`src/rtl/branch_pkg.sv`:
```
// Shared constants for the branch resolve unit: RV32 branch funct3 codes and
// 2-bit saturating counter states, plus the counter update helper.
package branch_pkg;

  localparam logic [2:0] BEQ  = 3'b000;
  localparam logic [2:0] BNE  = 3'b001;
  localparam logic [2:0] BLT  = 3'b100;
  localparam logic [2:0] BGE  = 3'b101;
  localparam logic [2:0] BLTU = 3'b110;
  localparam logic [2:0] BGEU = 3'b111;

  localparam logic [1:0] SNT = 2'b00;
  localparam logic [1:0] WNT = 2'b01;
  localparam logic [1:0] WT  = 2'b10;
  localparam logic [1:0] ST  = 2'b11;
  localparam logic [1:0] BHT_RESET = WNT;

  function automatic logic [1:0] sat_update(input logic [1:0] cnt, input logic taken);
    logic [1:0] nxt;
    nxt = cnt;
    if (taken && cnt != ST) nxt = cnt + 2'd1;
    else if (!taken && cnt != SNT) nxt = cnt - 2'd1;
    return nxt;
  endfunction

endpackage

```
`src/rtl/bht_2bit_table.sv`:
```
// Branch history table of 2-bit saturating counters: one combinational read
// port for fetch prediction, one update port written at the resolving edge.
module bht_2bit_table
  import branch_pkg::*;
#(
  parameter int BHT_DEPTH = 16
) (
  input  logic                         clk,
  input  logic                         rst_n,
  input  logic [$clog2(BHT_DEPTH)-1:0] rd_idx,
  output logic                         rd_taken,
  input  logic                         upd_en,
  input  logic [$clog2(BHT_DEPTH)-1:0] upd_idx,
  input  logic                         upd_taken
);

  logic [1:0] table_q [BHT_DEPTH];

  always_ff @(posedge clk or negedge rst_n) begin
    if (!rst_n) begin
      for (int i = 0; i < BHT_DEPTH; i++) table_q[i] <= BHT_RESET;
    end else if (upd_en) begin
      table_q[upd_idx] <= sat_update(table_q[upd_idx], upd_taken);
    end
  end

  // Read sees the pre-update value in the update cycle; no bypass by design.
  assign rd_taken = table_q[rd_idx][1];

endmodule

```
`src/rtl/branch_resolve_unit.sv`:
```
// Resolves RV32 conditional branches one cycle after issue and keeps the BHT
// used by fetch. Optional counters enabled with macro BRANCH_STATS_EN.
module branch_resolve_unit
  import branch_pkg::*;
#(
  parameter int XLEN      = 32,
  parameter int PC_W      = 32,
  parameter int BHT_DEPTH = 16
) (
  input  logic            clk,
  input  logic            rst_n,
  input  logic [PC_W-1:0] lookup_pc,
  output logic            lookup_taken,
  input  logic            br_valid,
  input  logic [2:0]      br_func3,
  input  logic [XLEN-1:0] br_op_a,
  input  logic [XLEN-1:0] br_op_b,
  input  logic [PC_W-1:0] br_pc,
  input  logic [PC_W-1:0] br_target,
  input  logic            br_pred_taken,
  input  logic            flush,
  output logic            res_valid,
  output logic            res_taken,
  output logic            res_mispredict,
  output logic [PC_W-1:0] res_redirect_pc,
  output logic            res_illegal
`ifdef BRANCH_STATS_EN
  ,
  output logic [31:0]     stat_branches,
  output logic [31:0]     stat_mispredicts
`endif
);

  localparam int IDX_W = $clog2(BHT_DEPTH);

  logic             cmp_taken;
  logic             cmp_illegal;
  logic             accept;
  logic [IDX_W-1:0] lookup_idx;
  logic [IDX_W-1:0] br_idx;
  logic             unused_pc_bits;

  always_comb begin
    cmp_taken   = 1'b0;
    cmp_illegal = 1'b0;
    unique case (br_func3)
      BEQ:     cmp_taken = (br_op_a == br_op_b);
      BNE:     cmp_taken = (br_op_a != br_op_b);
      BLT:     cmp_taken = ($signed(br_op_a) <  $signed(br_op_b));
      BGE:     cmp_taken = ($signed(br_op_a) >= $signed(br_op_b));
      BLTU:    cmp_taken = (br_op_a <  br_op_b);
      BGEU:    cmp_taken = (br_op_a >= br_op_b);
      default: cmp_illegal = 1'b1;
    endcase
  end

  assign accept     = br_valid && !flush;
  assign lookup_idx = lookup_pc[IDX_W+1:2];
  assign br_idx     = br_pc[IDX_W+1:2];
  assign unused_pc_bits = ^{lookup_pc[PC_W-1:IDX_W+2], lookup_pc[1:0],
                            br_pc[PC_W-1:IDX_W+2]};

  bht_2bit_table #(.BHT_DEPTH(BHT_DEPTH)) u_bht (
    .clk       (clk),
    .rst_n     (rst_n),
    .rd_idx    (lookup_idx),
    .rd_taken  (lookup_taken),
    .upd_en    (accept && !cmp_illegal),
    .upd_idx   (br_idx),
    .upd_taken (cmp_taken)
  );

  // Payload fields only load on an accepted branch; they hold otherwise.
  always_ff @(posedge clk or negedge rst_n) begin
    if (!rst_n) begin
      res_valid       <= 1'b0;
      res_taken       <= 1'b0;
      res_mispredict  <= 1'b0;
      res_redirect_pc <= '0;
      res_illegal     <= 1'b0;
    end else begin
      res_valid <= accept;
      if (accept) begin
        res_taken       <= cmp_taken;
        res_mispredict  <= !cmp_illegal && (cmp_taken != br_pred_taken);
        res_redirect_pc <= cmp_taken ? br_target : br_pc + PC_W'(4);
        res_illegal     <= cmp_illegal;
      end
    end
  end

`ifdef BRANCH_STATS_EN
  always_ff @(posedge clk or negedge rst_n) begin
    if (!rst_n) begin
      stat_branches    <= '0;
      stat_mispredicts <= '0;
    end else if (res_valid && !res_illegal) begin
      if (stat_branches != 32'hFFFF_FFFF) stat_branches <= stat_branches + 32'd1;
      if (res_mispredict && stat_mispredicts != 32'hFFFF_FFFF)
        stat_mispredicts <= stat_mispredicts + 32'd1;
    end
  end
`endif

endmodule
```
`config.mk`:
```
export PLATFORM = sky130hd
export DESIGN_NAME = branch_resolve_unit
export DESIGN_NICKNAME = d
export VERILOG_FILES = /design/src/rtl/branch_pkg.sv /design/src/rtl/bht_2bit_table.sv /design/src/rtl/branch_resolve_unit.sv
export SDC_FILE = /design/constraint.sdc
export NUM_CORES = 1
export LEC_CHECK = 0
export CORE_ASPECT_RATIO = 1.4
export CORE_MARGIN = 2
export CORE_UTILIZATION = 49
export DETAILED_ROUTE_END_ITERATION = 8
export PLACE_DENSITY = 0.87
export SLEW_MARGIN = 10
export SYNTH_ARGS = -nofsm -noshare
export SYNTH_HDL_FRONTEND = slang
export SYNTH_SLANG_ARGS = --single-unit
```
`constraint.sdc`:
```
create_clock -name clk -period 5.75 [get_ports clk]
set_clock_uncertainty 0.1 [all_clocks]
set_input_delay 0.8625 -clock clk [delete_from_list [all_inputs] [get_ports clk]]
set_output_delay 0.8625 -clock clk [all_outputs]
set_load 0.1 [all_outputs]
```
==> results of run 1 <==
[metrics by stage]
stage	std cells	cell area [um^2]	power, W	util, %	setup WS (ns)
floorplan	665	5540	0.001520	-	1.987
global placement	950	7360	0.001804	67.38	0.9231
detailed placement	950	7360	0.001849	67.38	0.8289
CTS	966	7676	0.002445	70.27	1.164
global route	966	7676	0.002554	70.27	0.9308
finish	966	7676	0.002456	70.27	1.095
[kinds of logic (layout without fill, tap and decap cells)]
| group | after synthesis | count (layout) | synth area share (%) |
|---|---|---|---|
| XOR/XNOR | 30 | 30 | 4.743 |
| AO/OA/AOI/OAI | 159 | 159 | 19.02 |
| multiplexers | 24 | 24 | 7.724 |
| adder cells (fa/ha/maj) | 38 | 38 | 8.582 |
| AND/OR/NAND/NOR | 264 | 264 | 22.67 |
| flip-flops | 68 | 68 | 31.07 |
| buffers and inverters | 82 | 242 | 6.188 |
[worst max-delay path by stage]
stage	endpoint	cells after the start	slack, ns
after detailed placement	u_bht.table_q[21]	8	0.83
after floorplan	u_bht.table_q[0]	11	1.99
final	u_bht.table_q[12]	9	1.09
after global routing	u_bht.table_q[21]	8	0.93
after CTS	u_bht.table_q[12]	9	1.16
after global placement	u_bht.table_q[31]	8	0.92
[synth_stat cells (2+ instances only)]
cell,n,area (um^2)
nand2_1,86,322.8
nand3_1,62,310.3
dfrtp_1,52,1301
a21oi_1,50,250.2
nor2_1,39,146.4
ha_1,38,475.5
inv_1,38,142.6
a211oi_1,34,255.2
clkbuf_1,26,97.59
nor3_1,24,120.1
o21ai_0,19,95.09
xnor2_1,19,166.4
dfstp_2,16,420.4
or3_1,16,100.1
mux4_2,15,337.8
nand4_1,12,75.07
o22ai_1,12,75.07
a21oi_2,11,96.34
xor2_1,11,96.34
buf_2,10,50.05
a22oi_1,9,67.56
mux2i_1,9,90.09
and3_1,6,37.54
o21a_1,5,37.54
nand2b_1,4,25.02
o211ai_1,4,30.03
and2_1,3,18.77
and4_1,3,26.28
buf_1,3,11.26
nor2b_1,3,18.77
a21o_1,2,15.01
buf_4,2,15.01
buf_6,2,22.52
o211a_1,2,20.02
o31ai_1,2,15.01
[flip-flops by register name (all words and copies together), names as in the netlist]
| signal | count |
|---|---|
| u_bht.table_q | 32 |
| res_redirect_pc | 32 |
| res_taken | 1 |
| res_mispredict | 1 |
| res_valid | 1 |
| res_illegal | 1 |
[power by group]
part           internal (W)  total (W)  switching, W
Combinational      0.000375    0.00116      0.000781
Clock              0.000378   0.000598      0.000220
Sequential         0.000627   0.000703     0.0000761
[final cells by class]
| cell class | instances | area (um^2) |
|---|---|---|
| multi-input cells | 515 | 3476 |
| clock buffers | 9 | 225.2 |
| well taps | 141 | 176.4 |
| clock inverters | 7 | 91.34 |
| inverters | 39 | 146.4 |
| fillers | 795 | 3247 |
| repair buffers | 187 | 1839 |
| flip-flops and latches | 68 | 1722 |
[tightest hold or removal path, delay by kind of cell (launching register included)]
kind,cells,cell delay (ns)
flip-flops,1,0.36
AND/OR/NAND/NOR,2,0.09
[per-layer routing]
metal / GRT usage (%) / share of wire [%] / vias to the layer above / routed length, um
li1: - / - / 2727 / -
met1: 33.25 / 36 / 2802 / 6480
met2: 51.09 / 51 / 355 / 9057
met3: 5.485 / 8.9 / 70 / 1584
met4: 12.28 / 3.7 / 0 / 663
met5: 0 / 0 / - / 0
==> impl_metrics.toml, run 1 <==
[grt]
antenna_found_initial = 0
grt_pass1_vias = 5762
grt_pass1_wl_mm = 27.90
grt_max_degree = 69
gr-total-overflow = 0
groute.usage.overall_pct = 28.60

[placement]
gp_congestion = 0.9028
dp_hpwl_mm = 13.05
port_buffers = 176

[route]
routed_wl_mm = 17.79
drtPass1Iterations = 5
wl_per_cell_um = 18.41
drcViolationCount = 0
drt_iter0_markers = 442
vias = 5954
vias_per_cell = 6.164
drtAntennaViolNets = 0

[worst_setup_path]
r2r_end = "u_bht.table_q[12]"
crit_family = "multiplexers"
cp_max_fo = 28
reg2reg_from = "u_bht.table_q[8]"
r2r_cells = 8
crit_path_start_kind = "primary input"
path_cells = "clkdlybuf4s50_1 > mux4_2 > mux4_2 > ha_1 > buf_4 > or3_1 > a211oi_1 > a211oi_1 > nand2_1"
required_ns = 5.93
cp_num_buf_inv = 2
r2r_slack_ns = 2.42
worstPathArrival_ns = 4.83
worst-setup-path-type = "in -> reg"
crit_start = "br_pc[2]"
worstSetupEndpointType = "flop"
worst_path_largest_cell_delay_ns = 1.03
crit_slowest_cell = "clkdlybuf4s50_1"

[floorplanning]
num_rows = 45
die_height_um = 129.8
core_area_um2 = 10920
initial_utilization_pct = 50.72
die_w_um = 93.87
die_area_um2 = 12190
ios = 205

[job]
maxCapViolCount = 0

[timing]
finalSetupViolCount = 0
slew_headroom_pct = 31.59
hold_viol_final = 0
rsz0062_at_grt = "no"
fmax_ghz = 0.2148
finalCriticalPeriod_ns = 4.655
setup_tns_ns = 0
fin_crit_sh_pct = 80.96
whs_ns = 0.3572
report.final.slew_viol_count = 0
worst_slew_pin_slew_ns = 1.023

[layout]
layout_commonest_cell = "clkdlybuf4s50_1"
nets = 1026
area_growth_pct = 38.55
layout_common_cells = "clkdlybuf4s50_1 (175), nand2_1 (86), nand3_1 (62), dfrtp_1 (52), a21oi_1 (50)"
antenna_cells = 0
layout-drive-gt1-share_pct = 9.212

[cts]
cts_buffer_depth = 2
cts_buffers = 9
post_cts_buffers = 0
cts_hold_buf = 0
clock_latency_ns = 0.34
htree_levels = 3
root_buffer = "clkbuf_16"
clk_pin_slew_worst_paths_ns = 0.05
cts_resized = 0
cts_tree = "yes"
clock-sinks = 68

[synth]
synth_nets = 871
ys_seq_area_share_pct = 31.07
yosysWarnings = 0
synth_cell_types = 51
synthesis.area_um2 = 5540
synth_seq_cells = 68
synth-edff-count = 0
syn_avg_cell_area_um2 = 8.331
syn-instance-count = 665
ys.flop_type = "dfrtp_1"
async_flop_share_pct = 100.0

[run_status]
status = "complete, no violations"

[hold_path]
hold_end = "u_bht.table_q[10]"
hold_depth = 2
hold_class = "reg -> reg"
hold_start = "u_bht.table_q[10]"

[power_and_ir_drop]
powerDensity_nw_per_um2 = 319.9
power.leakage_nw = 3.115
ir_drop_mv = 0.2059
(Power assumes the default switching activity.)
==> run 2: changes to the inputs <==
CORE_UTILIZATION = 46   (was 49)
PLACE_DENSITY = 0.83   (was 0.87)
clock period = 4.3 ns   (was 5.75 ns; I/O delays follow)
==> impl_metrics.toml, run 2 (same netlist as run 1, synthesis figures left out) <==
[worst_setup_path]
r2r_cells = 9
required_ns = 4.47
worst_path_largest_cell_delay_ns = 0.65
cp_max_fo = 17
crit_slowest_cell = "a21oi_2"
worst-setup-path-type = "in -> reg"
crit_family = "compound AO/OA/AOI/OAI gates"
worstSetupEndpointType = "flop"
r2r_end = "u_bht.table_q[31]"
crit_path_start_kind = "primary input"
path_cells = "clkdlybuf4s50_1 > inv_1 > ha_1 > nand4_2 > nor4_2 > nand3_1 > xnor2_1 > a21oi_1 > a311oi_2 > buf_4 > a21oi_2 > a22oi_1 > nand2_1"
reg2reg_from = "u_bht.table_q[9]"
r2r_slack_ns = 1.34
worstPathArrival_ns = 4.09
cp_num_buf_inv = 3

[timing]
whs_ns = 0.3566
setup_tns_ns = 0
fmax_ghz = 0.2547
worst_slew_pin_slew_ns = 1.041
fin_crit_sh_pct = 91.30
report.final.slew_viol_count = 0
finalSetupViolCount = 0
rsz0062_at_grt = "no"
finalCriticalPeriod_ns = 3.926
hold_viol_final = 0
slew_headroom_pct = 30.59

[floorplanning]
die_w_um = 96.75
num_rows = 47
die_height_um = 133.9
core_area_um2 = 11760
ios = 205
initial_utilization_pct = 47.11
die_area_um2 = 12950

[placement]
port_buffers = 176
gp_congestion = 0.9123
dp.cells = 964
dp_hpwl_mm = 13.64

[layout]
layout_commonest_cell = "clkdlybuf4s50_1"
area_growth_pct = 39.14
multiInputGateArea_um2 = 3476
layout_common_cells = "clkdlybuf4s50_1 (174), nand2_1 (86), nand3_1 (62), dfrtp_1 (52), a21oi_1 (50)"
num-fill-cells = 955
nets = 1034
final_cells = 980
final-seq-area_um2 = 1722
reg_top3 = "res_redirect_pc: 32 flops, u_bht.table_q: 32 flops"
antenna_cells = 0
layout-drive-gt1-share_pct = 9.964

[power_and_ir_drop]
powerDensity_nw_per_um2 = 412.9
ir_drop_mv = 0.2733
comb_power_share_pct = 49.1
power.leakage_nw = 3.136
clock_power_share_pct = 21.5
p_sw_w = 0.001431
internal_power_w = 0.001752
sequentialPowerShare_pct = 29.5
swShare_pct = 44.95

[route]
vias_per_cell = 6.030
vias = 5909
wl_per_cell_um = 18.31
drcViolationCount = 0
drt_iter0_markers = 431
routed_wl_mm = 17.94
drtAntennaViolNets = 0
drtPass1Iterations = 5

[cts]
root_buffer = "clkbuf_16"
clk_pin_slew_worst_paths_ns = 0.06
cts_buffer_depth = 2
clock_latency_ns = 0.34
htree_levels = 3
cts_resized = 0
cts_tree = "yes"
clock-sinks = 68
cts_buffers = 9
cts_hold_buf = 0
post_cts_buffers = 0

[hold_path]
hold_start = "u_bht.table_q[4]"
hold_class = "reg -> reg"
hold_end = "u_bht.table_q[4]"
hold_depth = 2

[grt]
grt_max_degree = 65
grt_pass1_wl_mm = 29.35
gr-total-overflow = 0
groute.usage.overall_pct = 27.59
grt_pass1_vias = 6048
antenna_found_initial = 0

[job]
maxCapViolCount = 0

[run_status]
status = "complete, no violations"
## run 2: cell types whose count changed in the layout (fill, tap and decap cells not counted), sizes merged
cell | previous run | this run
buf | 12 | 21
clkbuf | 9 | 12
bufinv | 2 | 0
clkinv | 5 | 3
clkdlybuf4s50 | 175 | 174
clkinvlp | 1 | 2
## run 2: how the worst max path moves through the flow
stage	to	start	slack, ns	cells after the start
floorplan	u_bht.table_q[0]	br_pc[2]	0.75	11
global placement	u_bht.table_q[31]	br_op_b[31]	0.24	11
detailed placement	res_redirect_pc[25]	br_op_b[31]	0.08	13
CTS	res_redirect_pc[25]	br_op_b[31]	0.44	13
global route	res_redirect_pc[25]	br_op_b[31]	0.16	13
finish	res_redirect_pc[22]	br_op_b[31]	0.37	13
## run 2: layer usage
metal	vias to the layer above	global-route usage, %	routed length [um]
li1	2746	-	-
met1	2782	30.57	6546
met2	311	50.81	9474
met3	70	5.315	1301
met4	0	12.60	621
met5	-	0	0
## run 2: stage by stage
stage | setup slack, ns | utilization, % | instance area (um^2) | power (W)
5_1_grt | 0.1597 | 65.54 | 7709 | 0.003328
6_report | 0.3740 | 65.54 | 7709 | 0.003183
4_1_cts | 0.4359 | 65.54 | 7709 | 0.003176
2_1_floorplan | 0.7543 | - | 5540 | 0.002032
3_3_place_gp | 0.2373 | 63.23 | 7437 | 0.002425
3_5_place_dp | 0.07631 | 63.23 | 7437 | 0.002486
## run 2: power by group through the flow
stage / Sequential, W / Clock [W] / Combinational [W]
global route: 0.000954 / 0.000725 / 0.00165
finish: 0.000938 / 0.000684 / 0.00156
global placement: 0.000929 / 0 / 0.00150
CTS: 0.000935 / 0.000693 / 0.00155
detailed placement: 0.000947 / 0 / 0.00154
floorplan: 0.00135 / 0 / 0.000682
## run 2: final cells by class
cell class	instances	area share, %
Clock inverter	4	0.3246
Multi-Input combinational cell	515	45.09
Inverter	39	1.899
Timing Repair Buffer	195	24.77
Tap cell	147	2.386
Sequential cell	68	22.33
Clock buffer	12	3.198
## run 2: worst min-delay path, delay by kind of cell (launching register included)
| family | cells | cell delay (ns) |
|---|---|---|
| flops | 1 | 0.36 |
| simple gates | 2 | 0.09 |
==> run 3: changes to the inputs <==
HOLD_SLACK_MARGIN = 0.08   (was not set)
==> results of run 3 <==
Same layout as run 2: the final DEF is identical, and so are final timing and power.
